`src/rtl/bist_pkg.sv`:
```
// Shared types for the BIST response checker: controller states and the read delay-pipe entry.
// Pipe entries are sized for the widest supported address/data; narrower instances zero-extend.
package bist_pkg;

    typedef enum logic [1:0] {
        IDLE  = 2'd0,
        RUN   = 2'd1,
        DRAIN = 2'd2,
        DONE  = 2'd3
    } bist_state_e;

    localparam int MAX_RD_LATENCY = 4;
    localparam int MAX_ADDR_WIDTH = 32;
    localparam int MAX_DATA_WIDTH = 64;

    typedef struct packed {
        logic                      valid;
        logic [MAX_ADDR_WIDTH-1:0] addr;
        logic [MAX_DATA_WIDTH-1:0] exp;
    } bist_pipe_entry_t;

endpackage

```
`src/rtl/bist_rd_delay_pipe.sv`:
```
// Delays issued-read descriptors by RD_LATENCY cycles so they line up with returning memory data.
// Synchronous flush empties every stage; asynchronous reset does the same immediately.
module bist_rd_delay_pipe
    import bist_pkg::*;
#(
    parameter int RD_LATENCY = 1
) (
    input  logic             clk,
    input  logic             rst_n,
    input  logic             flush_i,
    input  bist_pipe_entry_t entry_i,
    output bist_pipe_entry_t entry_o
);

    bist_pipe_entry_t stage_q [RD_LATENCY];

    always_ff @(posedge clk or negedge rst_n) begin
        if (!rst_n) begin
            for (int i = 0; i < RD_LATENCY; i++) begin
                stage_q[i] <= '0;
            end
        end else if (flush_i) begin
            for (int i = 0; i < RD_LATENCY; i++) begin
                stage_q[i] <= '0;
            end
        end else begin
            stage_q[0] <= entry_i;
            for (int i = 1; i < RD_LATENCY; i++) begin
                stage_q[i] <= stage_q[i-1];
            end
        end
    end

    assign entry_o = stage_q[RD_LATENCY-1];

endmodule

```
`config.mk`:
```
export PLATFORM = sky130hd
export DESIGN_NAME = bist_rd_delay_pipe
export DESIGN_NICKNAME = d
export VERILOG_FILES = /design/src/rtl/bist_pkg.sv /design/src/rtl/bist_rd_delay_pipe.sv
export SDC_FILE = /design/constraint.sdc
export NUM_CORES = 1
export LEC_CHECK = 0
export ABC_AREA = 1
export CAP_MARGIN = 20
export CORE_MARGIN = 8
export CORE_UTILIZATION = 37
export CTS_CLUSTER_SIZE = 8
export DETAILED_ROUTE_END_ITERATION = 7
export GPL_TIMING_DRIVEN = 0
export PLACE_DENSITY = 0.75
export SYNTH_ARGS = -nofsm -noshare
export SYNTH_HDL_FRONTEND = slang
export SYNTH_SLANG_ARGS = --single-unit
```
`constraint.sdc`:
```
create_clock -name clk -period 0.8 [get_ports clk]
set_input_delay 0.12 -clock clk [delete_from_list [all_inputs] [get_ports clk]]
set_output_delay 0.12 -clock clk [all_outputs]
set_load 0.1 [all_outputs]
```
---- After elaboration in Yosys (flattened, before gate mapping) ----
Cells that the tools add are included.
word-level totals
  bits in registers ....................... 97
  word-level logic and storage cells ...... 4
  bits of input ports ..................... 100
  output and inout bits ................... 97
cells by class
  muxes and demuxes ....................... 1
operators with widths
  kind               count
  97-bit 2-to-1 mux  1

---- Logic depth before layout (Yosys ltp) ----
Gate-level depths: netlist (run 1).
  word-level depth ........................ 1
  gate-level depth with buffers ........... 4
  mapped depth without buffers ............ 2

---- Worst setup path before layout (run 1) ----
OpenSTA, ideal clock, no wires.
  kind .................................... register to output
  start point ............................. reg stage_q (netlist bit entry_o[0])
  end point ............................... out entry_o[0] in the netlist's numbering
  path slack .............................. -0.203 ns
  cell stages (with the launch flop) ...... 1
  data arrival time ....................... 0.883 ns
  path buffers ............................ 0
  data required time ...................... 0.680 ns
  cell sequence ........................... dfrtp_1
RTL lines
  item                             line                      text
  start, declared                  bist_rd_delay_pipe.sv:15  bist_pipe_entry_t stage_q [RD_LATENCY];
  start signal, assigned by index  bist_rd_delay_pipe.sv:29  stage_q[i] <= stage_q[i-1];
  end, declared                    bist_rd_delay_pipe.sv:12  output bist_pipe_entry_t entry_o
No word-level cell between the ends.

---- Worst setup path in the final report (run 1) ----
  start point ............................. reg stage_q (netlist bit entry_o[83])
  end point ............................... out entry_o[83] in the netlist's numbering
No word-level cell between the ends.

==> metrics.txt, run 1 <==
CP max stage cell=dfrtp_2; critical path depth=1; Ports=197; area fraction of the dominant cell type after synthesis=72.99%; grt met1 use=16.20%; number of setup violations in the final report=97; routability congestion estimate=0.7184; 1st-iter DRT viols=43; Core Area=8721 um2; final hold violations=47; Antenna diodes=0; first-pass GRT wire length=14960 um; WP data required=680 ps; arrival time worst endpoint=960 ps; Largest delay share family, worst path=flip-flops; CTS H-tree lvls=3; FF+latch count, synth=97; fillers=625; cells along the critical path=buf_8; via count=2507; met3 Usage GRT=7.684%; switching pwr=4.274 mW; P_int=7.662 mW; vias per cell=4.031; RSZ-0062 raised after global routing=true; worst setup margin=-279.9 ps; yosys warns=0; Leakage Power=3.075 nW; power density over cell area=1929 nW/um2; met2 Usage GRT=26.83%; Mapped Avg Cell Area=11.01 um2; TritonCTS clock tree=built; total global routing overflow=0; register area share after synthesis=72.99%; startpoint class of the critical path=flop; Buf/Inv on CP=1; Wirelength per Cell=15.37 um; area leader, netlist=dfrtp_1; layout cells sized above 1=45.14%; clock network power share=24.6%; wirelength, routed=9558 um; Final ANT Viol Nets=0; layout net count=609; Max Slew Vio Count=0; max FFs per register=97; final core occ=70.96%; die extent in x=110.8 um; worst hold slack=-221.4 ps; Peak Freq=926.0 MHz; Max Cap Viol=0; initial antenna violation count=0; clock root buffer=clkbuf_8; Final period util=135.0%; router iterations before antenna repair=4; Crit path largest cell delay=430 ps; clk buf depth=2; failing checks=negative hold slack, negative setup slack; Synth Net Count=402; Worst-path clk slew=100 ps; Synth Instances=302; TNS Setup=-25100 ps; peak supply drop=0.8943 mV; status=finished, violations left; critical path type=flop to primary output; clk sinks=97; die area=12280 um2; GRT busiest layer=met2; synthesis-to-layout area growth=86.08%; largest net degree at the start of global routing=51; Seq pwr share=44.8%; min-delay worst type=input pin to asynchronous set/reset pin; starting density of the core=38.13%; Comb power frac=30.6%; Slew HR=57.34%; row count=34; Final min period=1080 ps; post-DP HPWL=7308 um; synth unique cells=7; largest cells by area after synthesis=dfrtp_1, inv_1, nor2_1; DRC Markers=0; Slew @ Worst Pin=639.9 ps; vias in the first global route=2765; worst-path fanout max=1; clock buffer count from CTS=9; GRT Util Overall=15.47%; Die Y=110.8 um; IO Port Bufs=195; Switching Fraction=35.81%; crit end category=primary output; total power=11.94 mW; Synth Cell Area=3326 um2
## per-layer routing
| layer | share of wire [%] | routed length [um] |
|---|---|---|
| met3 | 9.6 | 921 |
| met5 | 0 | 0 |
| met2 | 53 | 5043 |
| met4 | 0.74 | 71 |
| met1 | 37 | 3522 |
## kinds of logic (layout without fill, tap and decap cells)
group,after synthesis,after routing,share of synthesized area (%)
AND/OR/NAND/NOR,97,97,13.21
flip-flops,97,97,72.99
buffers and inverters,108,320,13.81
## cell type report
| class | count | area, um2 | share of cell area, % |
|---|---|---|---|
| well taps | 108 | 135.1 | 2.184 |
| clock inverters | 5 | 38.79 | 0.6268 |
| repair buffers | 196 | 2426 | 39.20 |
| multi-input cells | 97 | 439.2 | 7.097 |
| inverters | 97 | 364.1 | 5.884 |
| flip-flops and latches | 97 | 2549 | 41.18 |
| clock buffers | 11 | 141.4 | 2.285 |
| plain buffers | 11 | 95.09 | 1.537 |
## placed cells by master, fill, tap and decap left out, types with 2 or more instances in the layout
cell type         n
buf_2             6
clkbuf_8         10
inv_1            97
nor2_4           10
nor2_1           87
dfrtp_2          97
clkdlybuf4s50_1  97
inv_6             2
buf_6            31
buf_8            57
buf_12           14
## power by group through the flow
stage	clock network (mW)	logic, mW	registers, mW
finish	2.94	3.65	5.35
floorplan	0	0.321	7.23
global route	3.29	3.79	5.38
CTS	3.07	3.60	5.34
global placement	0	3.37	5.35
detailed placement	0	3.41	5.35
## through the flow
| stage | cell area, um2 | setup WS [ps] | std cells | hold slack [ps] |
|---|---|---|---|---|
| 2_1_floorplan | 3447 | 34.35 | 302 | -175.6 |
| 3_3_place_gp | 5534 | -4190 | 605 | 496.0 |
| 3_5_place_dp | 5559 | -810.1 | 606 | 187.9 |
| 4_1_cts | 6050 | -300.7 | 622 | -214.6 |
| 5_1_grt | 6188 | -326.9 | 622 | -194.6 |
| 6_report | 6188 | -279.9 | 622 | -221.4 |
## final timing paths
| check | start | slack (ps) | endpoint |
|---|---|---|---|
| max | entry_o[83]$_DFF_PN0_ | -280 | entry_o[83] |
| min | rst_n | -220 | entry_o[74]$_DFF_PN0_ |
| max in group asynchronous | rst_n | 330 | entry_o[44]$_DFF_PN0_ |
| min in group clk | flush_i | 100 | entry_o[1]$_DFF_PN0_ |
## Yosys cell counts
| cell | count |
|---|---|
| dfrtp_1 | 97 |
| inv_1 | 97 |
| nor2_1 | 87 |
| nor2_4 | 10 |
| buf_2 | 6 |
| buf_6 | 4 |
| buf_12 | 1 |
## what timing repair did
| item | CTS | global route |
|---|---|---|
| pin swaps | 0 | 0 |
| resized for setup | 729 | 33 |
| endpoints found under the setup margin | 97 | 97 |
| hold endpoints to repair | 47 | 47 |
| setup buffers | 0 | 0 |
| gates cloned | 0 | 0 |
(Power assumes the default switching activity.)
==> inputs of run 2 (changes only) <==
Settings changed: HOLD_SLACK_MARGIN set to 0.03.
Clock period 0.8 ns to 1.15 ns, I/O delays scaled along.
==> run 2 against run 1 <==
The run now ends clean. Cell count increased by 0.16%. Via count up 0.32%. Worst hold slack better by 410 ps. Critical path type unchanged. Largest power group unchanged.
==> metrics.txt, run 2 (synthesis results as in run 1) <==
layout cells sized above 1=26.41% (-19 points); Crit path largest cell delay=420 ps (about the same); peak supply drop=0.7439 mV (-17%); wirelength, routed=9608 um (+0.52%); GRT Util Overall=15.38% (-0.089 points); Post-Place Cell Area=5438 um2 (-2.2%); clock root buffer=clkbuf_8; TritonCTS clock tree=built; clk buf depth=2 (unchanged); max FFs per register=97 (unchanged); clock buffer count from CTS=9 (unchanged); largest net degree at the start of global routing=54 (+5.9%); fin area=6020 um2 (-2.7%); Worst-path clk slew=100 ps (about the same); number of setup violations in the final report=0 (-100%); 1st-iter DRT viols=80 (+86%); startpoint class of the critical path=flop; via count=2515 (+0.32%); Slew HR=66.29% (+9.0 points); Hold Crit Start=flush_i; RSZ-0062 raised after global routing=true; row count=34 (unchanged); vias per cell=4.037 (+0.16%); CP Launch Point=entry_o[39]$_DFF_PN0_; Core Area=8721 um2 (unchanged); routability congestion estimate=0.7024 (-2.2%); Final min period=1129 ps; WP data required=980 ps (+300 ps); CTS H-tree lvls=3 (unchanged); highest routed layer=met4; layout net count=610 (+0.16%); final hold violations=0 (-100%); crit end category=primary output; Largest delay share family, worst path=flip-flops; initial antenna violation count=0 (unchanged); Ports=197 (unchanged); status=complete, no violations; Slew @ Worst Pin=505.6 ps (-134.3 ps); clk sinks=97 (unchanged); Peak Freq=885.8 MHz; synthesis-to-layout area growth=81.00%; die extent in x=110.8 um (unchanged); met3 WL post-DR=1057 um (+15%); total power=8.371 mW (-30%); Final ANT Viol Nets=0 (unchanged); fillers=639 (+2.2%); Final period util=98.17%; wire length on met2=4963 um (-1.6%); starting density of the core=38.13% (unchanged); Leakage Power=3.199 nW (+4.0%); commonest cells after routing, fill and taps aside=inv_1, dfrtp_1, clkdlybuf4s50_1; Die Y=110.8 um (unchanged); min-delay worst type=input pin to flop; CP max stage cell=dfrtp_1; vias in the first global route=2776 (+0.40%); met1 WL=3369 um (-4.3%); post-DP HPWL=7267 um (-0.56%); die area=12280 um2 (unchanged); Buf/Inv on CP=1 (unchanged); Post-CTS Setup Repair Bufs=0 (unchanged); power density over cell area=1391 nW/um2 (-28%); cells along the critical path=buf_12; router iterations before antenna repair=4 (unchanged); Wirelength per Cell=15.42 um (+0.36%); arrival time worst endpoint=960 ps (about the same); Max Cap Viol=0 (unchanged); Antenna diodes=0 (unchanged); critical path type=flop to primary output; first-pass GRT wire length=14810 um (-0.97%); IO Port Bufs=195 (unchanged); worst-path fanout max=1 (unchanged); Max Slew Vio Count=0 (unchanged); total global routing overflow=0 (unchanged); DRC Markers=0 (unchanged)
==> run 2: changes by cell type in the layout (fill, tap and decap cells not counted), moves of 4 or more <==
cell,before,now
dfrtp_1,0,97
dfrtp_2,97,0
buf_6,31,47
buf_8,57,46
buf_12,14,10
==> run 2: worst paths after layout <==
path | endpoint | slack, ps | cells past startpoint
min in group asynchronous | entry_o[1]$_DFF_PN0_ | 330 | 2
max | entry_o[39] | 20 | 1
min | entry_o[1]$_DFF_PN0_ | 180 | 3
max in group asynchronous | entry_o[63]$_DFF_PN0_ | 210 | 3
==> run 2: per-layer routing <==
layer,global-route usage [%],up-vias
met5,0,-
met4,4.865,0
met3,8.442,16
met2,26.39,125
met1,15.53,1154
li1,-,1220
==> run 2: through the flow <==
| step | setup TNS [ps] | worst slack [ps] | hold WS, ps | util [%] | instances |
|---|---|---|---|---|---|
| 2_1_floorplan | 0 | 94.25 | -123.1 | - | 302 |
| 3_3_place_gp | -386350 | -3526 | 570.5 | 62.07 | 605 |
| 3_5_place_dp | -45440 | -519.8 | 266.7 | 62.35 | 606 |
| 4_1_cts | -9.289 | -9.289 | 180.4 | 66.24 | 623 |
| 5_1_grt | -374.1 | -32.34 | 191.1 | 69.02 | 623 |
| 6_report | 0 | 21.05 | 184.6 | 69.02 | 623 |
==> run 2: final cells by class <==
type / instances / area [um2] / area share, %
tap: 108 / 135.1 / 2.245
clock inverter: 7 / 71.32 / 1.185
timing repair buffer: 197 / 2364 / 39.26
sequential: 97 / 2427 / 40.32
buffer: 11 / 95.09 / 1.580
multi-input combinational: 97 / 439.2 / 7.296
inverter: 97 / 364.1 / 6.049
clock buffer: 9 / 123.9 / 2.058
==> run 2: what timing repair did <==
action	in CTS	in global routing
cloned	0	0
setup endpoints to repair	97	104
resized for setup	682	62
hold buffers	1	0
hold endpoints to repair	52	0
==> run 2: power by group <==
part           leakage [nW]  internal (mW)  total, mW  switching [mW]
clock                 0.103           1.01       2.17            1.17
sequential             1.25           3.58       3.68           0.104
combinational          1.85          0.827       2.51            1.68
==> inputs of run 3 (changes only) <==
Settings changed: CORE_UTILIZATION 37 to 34, PLACE_DENSITY 0.75 to 0.73.
Clock period 1.15 ns to 0.9 ns, I/O delays scaled along.
==> run 3 against run 2 <==
The run now ends with negative hold slack, negative setup slack left. Cell count up 3.9%. Sequential power grew 29%. Global-route usage down 0.41 points. Critical path depth stayed put. Worst hold slack got worse by 380 ps. Highest routed layer unchanged.
==> metrics.txt, run 3 (synthesis results as in run 1) <==
CP max stage cell=dfrtp_2; starting density of the core=34.50% (-3.6 points); Crit path largest cell delay=420 ps (about the same); first-pass GRT wire length=14850 um (+0.23%); TNS Setup=-17950 ps (-17950 ps); max FFs per register=97 (unchanged); TritonCTS clock tree=built; wirelength, routed=9595 um (-0.14%); IO Port Bufs=195 (unchanged); vias in the first global route=2858 (+3.0%); DRC Markers=0 (unchanged); min-delay worst type=input pin to asynchronous set/reset pin; arrival time worst endpoint=970 ps (about the same); Worst-path clk slew=90 ps (about the same); Ports=197 (unchanged); crit end category=primary output; critical path type=flop to primary output; routability congestion estimate=0.7444 (+6.0%); WP data required=760 ps (-220 ps); Antenna diodes=0 (unchanged); post-DP HPWL=7507 um (+3.3%); Buf/Inv on CP=1 (unchanged); layout net count=609 (-0.16%); Max Slew Vio Count=0 (unchanged); Largest delay share family, worst path=flip-flops; clk buf depth=2 (unchanged); die area=13200 um2 (+7.5%); router iterations before antenna repair=4 (unchanged); failing checks=negative hold slack, negative setup slack; initial antenna violation count=0 (unchanged); final core occ=64.69% (-4.3 points); die extent in x=114.9 um (+3.7%); power density over cell area=1792 nW/um2 (+29%); worst setup margin=-206.1 ps (-227.2 ps); clk sinks=97 (unchanged); Core Area=9639 um2 (+11%); Die Y=114.9 um (+3.7%); startpoint class of the critical path=flop; worst-path fanout max=1 (unchanged); CTS H-tree lvls=3 (unchanged); via count=2542 (+1.1%); Final min period=1106 ps; number of setup violations in the final report=97 (+97); clock root buffer=clkbuf_8; total global routing overflow=0 (unchanged); Place WS=-723.2 ps (-203.4 ps); largest net degree at the start of global routing=52 (-3.7%); worst hold slack=-195.0 ps (-379.6 ps); Slew @ Worst Pin=670.7 ps (+165.1 ps); Final ANT Viol Nets=0 (unchanged); Leakage Power=3.091 nW (-3.4%); 1st-iter DRT viols=79 (-1.3%); clock buffer count from CTS=9 (unchanged); total power=11.17 mW (+33%); peak supply drop=0.8973 mV (+21%); Peak Freq=904.1 MHz; GRT Util Overall=14.96% (-0.41 points); Final period util=122.9%; Wirelength per Cell=14.83 um (-3.8%); vias per cell=3.929 (-2.7%); row count=36 (+5.9%); synthesis-to-layout area growth=87.51%; Post-CTS Setup Repair Bufs=0 (unchanged); commonest cells after routing, fill and taps aside=inv_1, dfrtp_2, clkdlybuf4s50_1; Max Cap Viol=0 (unchanged); Slew HR=55.29% (-11 points); layout cells sized above 1=45.33% (+19 points); final hold violations=50 (+50); RSZ-0062 raised after global routing=true; cells along the critical path=buf_6; status=finished, violations left
## run 3: changes by cell type in the layout (fill, tap and decap cells not counted), sizes merged
cell         before  now
bufinv            1    2
clkbuf            9   11
clkinv            6    2
clkinvlp          0    1
dlygate4sd3       1    0
## run 3: layer usage
metal  routed length, um  vias to the layer above  track usage, %
met2                4886                      124           26.58
li1                    -                     1221               -
met3                1252                       10           8.246
met1                3319                     1187           14.09
met4                 136                        0           5.779
met5                   0                        -               0
## run 3: layout make-up
cell class / count / area (um2)
Tap cell: 133 / 166.4
Multi-Input combinational cell: 97 / 439.2
Clock inverter: 5 / 77.57
Buffer: 11 / 95.09
Sequential cell: 97 / 2549
Fill cell: 744 / 3403
Timing Repair Buffer: 196 / 2394
Inverter: 97 / 364.1
Clock buffer: 11 / 151.4
## run 3: worst paths after layout
path,to,slack [ps],cells after the start,startpoint
worst max-delay path,entry_o[39],-210,1,entry_o[39]$_DFF_PN0_
worst min-delay path,entry_o[87]$_DFF_PN0_,-200,1,rst_n
max in group asynchronous,entry_o[21]$_DFF_PN0_,420,2,rst_n
min in group clk,entry_o[95]$_DFF_PN0_,120,3,flush_i
## run 3: power by group
group | total [mW] | switching [mW] | internal [mW]
registers | 4.75 | 0.139 | 4.61
logic | 3.23 | 2.15 | 1.08
clock network | 3.20 | 1.49 | 1.71
## run 3: timing repair
action / in CTS / in global routing
setup endpoints to repair: 97 / 97
hold endpoints to repair: 50 / 50
resized for setup: 730 / 25
## run 3: stage by stage
step | cell area (um2) | hold slack [ps] | std cells
6_report | 6236 | -195.0 | 647
5_1_grt | 6236 | -164.7 | 647
4_1_cts | 6132 | -180.9 | 647
3_5_place_dp | 5590 | 223.2 | 631
3_3_place_gp | 5565 | 517.9 | 630
2_1_floorplan | 3447 | -160.6 | 302
